<file path="src/rtl/leb128_stream_dec.sv">
// leb128_stream_dec
//   Byte-serial LEB128 decoder. It accepts one encoded byte per cycle and
//   accumulates a W-bit value. When a terminating byte arrives it registers
//   the value, the number of bytes consumed and an error flag.
//   SIGNED=0 decodes ULEB128. SIGNED=1 decodes SLEB128 and sign-extends.
//
//   State table
//     state    | meaning
//     ST_ACC   | accumulating payload groups of the current value
//     ST_DRAIN | value exceeded MAXB bytes; discarding until a terminator
//
// Ports
//   clk        clock; all state changes on the rising edge
//   rst_n      asynchronous active-low reset
//   in_data    encoded byte (bit7 = continuation, bits6:0 = payload)
//   in_valid   in_data valid
//   in_ready   decoder accepts a byte this cycle
//   out_data   decoded value, truncated to W bits
//   out_len    bytes consumed for this value, saturating at 15
//   out_err    value malformed (overflow or overlong)
//   out_valid  out_data/out_len/out_err valid
//   out_ready  consumer accepts the result
module leb128_stream_dec #(
  parameter int W      = 32,
  parameter int SIGNED = 0
) (
  input  logic         clk,
  input  logic         rst_n,
  input  logic [7:0]   in_data,
  input  logic         in_valid,
  output logic         in_ready,
  output logic [W-1:0] out_data,
  output logic [3:0]   out_len,
  output logic         out_err,
  output logic         out_valid,
  input  logic         out_ready
);

  localparam int MAXB = (W + 6) / 7;
  // Number of payload bits of the final legal byte that still land in the value.
  localparam int LAST_USED = W - 7 * (MAXB - 1);
  // Payload bits of the final legal byte that fall beyond bit W-1.
  localparam logic [6:0] UNUSED_MASK = 7'(8'hFF << LAST_USED);

  typedef enum logic {
    ST_ACC   = 1'b0,
    ST_DRAIN = 1'b1
  } state_e;

  state_e         state_q, state_d;
  logic [3:0]     cnt_q, cnt_d;
  logic [W-1:0]   acc_q, acc_d;
  logic [W-1:0]   out_data_q, out_data_d;
  logic [3:0]     out_len_q, out_len_d;
  logic           out_err_q, out_err_d;
  logic           out_valid_q, out_valid_d;

  logic [6:0]     payload;
  logic           last_byte;
  logic           accept;
  logic           at_last_idx;
  logic [W-1:0]   shifted;
  logic [W-1:0]   acc_next;
  logic [W-1:0]   sext_mask;
  logic           sext_fill;
  logic           top_ok;
  logic [3:0]     cnt_sat;

  assign in_ready  = !out_valid_q || out_ready;
  assign accept    = in_valid && in_ready;
  assign payload   = in_data[6:0];
  assign last_byte = !in_data[7];

  assign out_data  = out_data_q;
  assign out_len   = out_len_q;
  assign out_err   = out_err_q;
  assign out_valid = out_valid_q;

  // Datapath helpers for the byte currently at index cnt_q.
  always_comb begin
    at_last_idx = (cnt_q == 4'(MAXB - 1));
    cnt_sat     = (cnt_q == 4'hF) ? 4'hF : cnt_q + 4'd1;
    // Shifting a W-wide copy drops payload bits above W-1 (truncation).
    shifted     = W'(payload) << (7 * cnt_q);
    acc_next    = acc_q | shifted;
    // Fill from bit 7*(k+1) upward; only used when k < MAXB-1, so the
    // shift is always below W.
    sext_mask   = {W{1'b1}} << (7 * (cnt_q + 4'd1));
    sext_fill   = (SIGNED != 0) && !at_last_idx && payload[6];
    // Overflow check on the final legal byte: unused bits must be zero
    // (unsigned) or copies of the top used bit (signed).
    if (SIGNED != 0) begin
      top_ok = (payload & UNUSED_MASK) ==
               (payload[LAST_USED-1] ? UNUSED_MASK : 7'h00);
    end else begin
      top_ok = (payload & UNUSED_MASK) == 7'h00;
    end
  end

  always_comb begin
    state_d     = state_q;
    cnt_d       = cnt_q;
    acc_d       = acc_q;
    out_valid_d = out_valid_q && !out_ready;
    out_data_d  = out_data_q;
    out_len_d   = out_len_q;
    out_err_d   = out_err_q;

    // An accepted byte implies the output register is free or being
    // consumed this cycle, so a new result may load unconditionally.
    if (accept) begin
      case (state_q)
        ST_ACC: begin
          acc_d = acc_next;
          cnt_d = cnt_q + 4'd1;
          if (last_byte) begin
            out_valid_d = 1'b1;
            out_data_d  = sext_fill ? (acc_next | sext_mask) : acc_next;
            out_len_d   = cnt_q + 4'd1;
            out_err_d   = at_last_idx && !top_ok;
            cnt_d       = 4'd0;
            acc_d       = '0;
          end else if (at_last_idx) begin
            state_d = ST_DRAIN;
          end
        end
        ST_DRAIN: begin
          cnt_d = cnt_sat;
          if (last_byte) begin
            out_valid_d = 1'b1;
            out_data_d  = acc_q;
            out_len_d   = cnt_sat;
            out_err_d   = 1'b1;
            cnt_d       = 4'd0;
            acc_d       = '0;
            state_d     = ST_ACC;
          end
        end
        default: begin
          state_d = ST_ACC;
          cnt_d   = 4'd0;
          acc_d   = '0;
        end
      endcase
    end
  end

  always_ff @(posedge clk or negedge rst_n) begin
    if (!rst_n) begin
      state_q     <= ST_ACC;
      cnt_q       <= 4'd0;
      acc_q       <= '0;
      out_data_q  <= '0;
      out_len_q   <= 4'd0;
      out_err_q   <= 1'b0;
      out_valid_q <= 1'b0;
    end else begin
      state_q     <= state_d;
      cnt_q       <= cnt_d;
      acc_q       <= acc_d;
      out_data_q  <= out_data_d;
      out_len_q   <= out_len_d;
      out_err_q   <= out_err_d;
      out_valid_q <= out_valid_d;
    end
  end

endmodule

</file>
<file path="config.mk">
export PLATFORM = sky130hd
export DESIGN_NAME = leb128_stream_dec
export DESIGN_NICKNAME = d
export VERILOG_FILES = /design/src/rtl/leb128_stream_dec.sv
export SDC_FILE = /design/constraint.sdc
export NUM_CORES = 1
export LEC_CHECK = 0
export CORE_ASPECT_RATIO = 1.25
export CORE_UTILIZATION = 58
export DETAILED_ROUTE_END_ITERATION = 6
export GPL_TIMING_DRIVEN = 0
export PLACE_DENSITY = 0.85
export SETUP_SLACK_MARGIN = 0.02
export SLEW_MARGIN = 10
export SYNTH_ARGS = -nofsm -noshare
export SYNTH_HDL_FRONTEND = slang
export SYNTH_SLANG_ARGS = --single-unit
</file>
<file path="constraint.sdc">
create_clock -name clk -period 2.5 [get_ports clk]
set_clock_uncertainty 0.15 [all_clocks]
set_input_delay 0.5 -clock clk [delete_from_list [all_inputs] [get_ports clk]]
set_output_delay 0.5 -clock clk [all_outputs]
set_load 0.05 [all_outputs]
</file>
Word level (Yosys, flattened, before mapping)
Index checks and enable logic that the tools add are counted.
{"block": "totals", "register_bits": 75, "input_bits": 12, "elab_cells": 48}
{"block": "op_classes", "addsub": 1, "mul": 1, "eq_ne": 4, "shifts": 1, "n_mux": 22, "bitwise": 2, "reduce_logical": 10}
{"op": "two-way mux 32 bit", "count": 4}
{"op": "case mux 32 bit (2 select lines)", "count": 2}
{"op": "OR 32 bit", "count": 1}
{"op": "<< shifter 7 x 7 -> 32 bit", "count": 1}
{"op": "two-way mux 4 bit", "count": 5}
{"op": "case mux 4 bit (2 select lines)", "count": 2}
{"op": "logical NOT 7 bit", "count": 1}
{"op": "multiplier 3 x 4 -> 7 bit (first input constant)", "count": 1}
{"op": "two-way mux 1 bit", "count": 7}
{"op": "adder 4 x 1 -> 4 bit (second input constant)", "count": 1}
{"op": "equality test 4 x 3 -> 1 bit (second input constant)", "count": 1}
{"op": "equality test 4 bit (second input constant)", "count": 1}
{"op": "inequality test 2 bit (second input constant)", "count": 2}
{"op": "case mux 1 bit (2 select lines)", "count": 2}
{"op": "logical AND 1 bit", "count": 3}
{"op": "logical NOT 1 bit", "count": 3}
{"op": "AND reduction 3 bit", "count": 1}
{"op": "AND reduction 2 bit", "count": 1}
{"op": "logical OR 1 bit", "count": 1}
{"op": "inverter 1 bit", "count": 1}

Depth between registers and ports, before layout
{"block": "depth", "word_depth": 5, "mapped_depth": 7, "depth_no_buf": 5}

Worst setup path after synthesis
No wires, ideal clock.
{"block": "synth_timing", "path_kind": "flip-flop to output port", "startpoint": "reg out_valid_q, in the netlist out_valid", "endpoint": "out in_ready", "t_arrival_ps": 1411, "setup_slack_ps": 439, "path_stages_with_launch": 5, "path_cell_list": "dfrtp_1 -> nor2b_1 -> buf_6 -> clkinv_1 -> buf_2"}
{"block": "synth_between", "elab_chain_cells": 2}
{"item": "from (decl)", "line": "56", "source": "logic out_valid_q, out_valid_d;"}
{"item": "from (signal assigned)", "line": "164", "source": "out_valid_q <= out_valid_d;"}
{"item": "logical NOT 1 bit", "line": "69", "source": "assign in_ready = !out_valid_q || out_ready;"}
{"item": "logical OR 1 bit", "line": "69"}
{"item": "to (decl)", "line": "31", "source": "output logic in_ready,"}
No other way between the ends.

Worst setup path in the final report
{"block": "layout_timing", "startpoint": "in out_ready", "endpoint": "out in_ready"}
{"block": "layout_between", "elab_chain_cells": 1}
{"item": "from (decl)", "line": "36", "source": "input logic out_ready"}
{"item": "logical OR 1 bit", "line": "69"}
No other way between the ends.

==> reports/results.ini <==
[layout]
fin_nets=379
diodes=0
drive_above_1_share_pct=12.2
fin_area_sq_mm=0.00427
areaGrowthSynthToFinish_pct=23.1
fin_cells=436

[route]
drt_iter0_drc=219
post-route-drc-count=5
firstDrtPassIters=6
met2_length_um=4110
viasPerCell=6.36
wl_per_cell_um=19.4
ant_nets=0
wl_met1_um=3490
wirelength_um=8450
met3_length_um=527
vias=2775
top_layer_used=met4

[logic_synthesis]
yosysMostFrequentCell=dfrtp_1
synth_top_area_share_pct=54.1
synth_area_sq_mm=0.00347
yosys-top-cells-count=75 x dfrtp_1, 30 x inv_1, 28 x a31oi_1, 28 x mux2i_1, 27 x o2bb2ai_1
async_reset_ff_share_pct=100
syn_area_per_cell_sq_um=11.4
yosys.area.top_type=dfrtp_1
synth.distinct_cells=35
synthCells=304
synth-seq-cells=75
synth_edf_count=0
syn_nets=318
synth_flop_cell=dfrtp_1
yosys_warnings=0
synthTopCellsByArea=dfrtp_1 54%, mux2i_1 8.1%, o2bb2ai_1 6.8%
ys_seq_area_share_pct=54.1

[timing]
finalCritPeriodShare_pct=95.7
worst_pin_slew_ps=905
setup_violations=0
rsz0062_at_grt=false
fmax_mhz=418
slew_headroom_pct=39.1
fin_crit_ps=2390
fin_tns_setup_ps=0
maxSlewViolCount=0
finalHoldViolations=0

[critical_path]
critical_path.max_fanout=10
max_stage_delay_ps=460
critPathTopFamily=buffers and inverters
path_cells=clkdlybuf4s50_1 -> nor2b_1 -> buf_6 -> inv_4 -> buf_4 -> buf_2
path_class=in -> out
crit_slowest_cell=clkdlybuf4s50_1
crit_path_end_kind=primary output
worst-endpoint-required_ps=1850
start_kind=primary input
crit_buf_inv=5
arrival_ps=1740

[power]
powerDensity_mw_per_mm2=1050
ir_drop_uv=676
p_leak_uw=0.00185

[place]
dpl-instance-area_sq_mm=0.00406
dp_hpwl_um=5800
place.detailed.instances=419
port-buffer-count=48
gp_congestion=0.872

[global_routing]
grt_overflow_total=0
grt_usage_pct=29.2
grt_antenna_before_repair=0
grt_pass1_wl_um=13500
grt_pass1_vias=2676
grt_max_degree=55

[clocking]
clk_latency_ps=360
cts_tree=done
clockRootBuffer=clkbuf_8
cts_htree_levels=3
clockBufferDepth=2
numCtsBuffers=9
clkTransAtPathRegs_ps=80
cts.sinks=75

[job]
drv_cap=0

[die]
core_region_area_sq_mm=0.00578
start_util_pct=60.1
die-area_sq_mm=0.00630
die_y_um=88.5
ios=51
die_w_um=71.2
rows=31

[min_path]
hold_path.class=reg -> reg

[outcome]
violations=DRC
outcome=finished with violations

-- path summary, 6_finish.rpt --
| path | startpoint | to | slack, ps | cells past startpoint |
|---|---|---|---|---|
| max | out_ready | in_ready | 110 | 6 |
| max reg2reg | out_valid | acc_q[20] | 320 | 5 |
| min in group asynchronous | rst_n | out_data[0] | 430 | 2 |
| min | acc_q[12] | acc_q[12] | 350 | 1 |
| max in group asynchronous | rst_n | acc_q[17] | 1220 | 3 |
| min reg2reg | acc_q[12] | acc_q[12] | 350 | 1 |
-- flip-flops by register name (all words and copies together), names as in the netlist --
| register | count |
|---|---|
| acc_q | 32 |
| cnt_q | 4 |
| out_data | 32 |
| out_err | 1 |
| out_len | 4 |
| out_valid | 1 |
| state_q | 1 |
-- placed cells by master (no fill, tap or decap), types with 2 or more instances in the layout --
cell type        synthesis  routed
dfrtp_1                 75      75
clkdlybuf4s50_1          0      46
inv_1                   30      30
a31oi_1                 28      28
mux2i_1                 28      28
o2bb2ai_1               27      27
o31ai_1                 16      16
nor2_1                  12      12
clkbuf_8                 0      10
a21oi_1                  9       9
nor2b_1                  8       8
buf_4                    6       8
a41oi_1                  8       8
o21ai_1                  8       8
buf_6                    7       7
buf_2                    6       6
nand4_1                  5       5
clkbuf_1                 4       4
clkinvlp_4               0       4
nand2_1                  3       3
and2_1                   3       3
and3b_1                  3       3
inv_4                    1       2
or3_1                    2       2
ha_1                     2       2
-- repair_timing --
| action | 4_1_cts | 5_1_grt |
|---|---|---|
| endpoints found under the hold margin | 21 | 0 |
| setup endpoints to repair | 1 | 1 |
| gates resized for setup | 6 | 3 |
| hold buffers | 1 | 0 |
| buffers inserted | 0 | 0 |
-- final cells by class --
cell class,instances,area (sq um)
Sequential cell,75,1880
Inverter,32,125
Tap cell,66,82.6
Clock inverter,6,65.1
Clock buffer,10,138
Buffer,25,180
Timing Repair Buffer,50,510
Multi-Input combinational cell,172,1290
Fill cell,430,1510
-- cells by family after synthesis --
kind of cell | count (synthesis) | synth area share, %
compound gates | 99 | 20.4
flops | 75 | 54.1
buf+inv | 57 | 8.65
simple gates | 43 | 8.08
mux | 28 | 8.08
fa+ha+maj | 2 | 0.721
-- per-stage QoR --
step / hold WS [ps] / power [uW] / util (%) / worst slack, ps
2_1_floorplan: 54.4 / 2900 / - / 439
3_3_place_gp: 321 / 3480 / 69.8 / -1720
3_5_place_dp: 267 / 3520 / 70.2 / -623
4_1_cts: 346 / 4470 / 73.8 / 33.5
5_1_grt: 365 / 4660 / 73.9 / 75.6
6_report: 351 / 4470 / 73.9 / 107
-- layer usage --
metal  vias up  GRT usage [%]
li1       1236              -
met2       132           45.9
met3        28           5.47
met4         0           17.8
met1      1379           38.0
met5         -              0
-- where the power goes --
group          internal [uW]  switching, uW
logic                    630           1220
clock network            486            472
registers               1500            164
No activity file was read; power rests on OpenSTA's default activity.
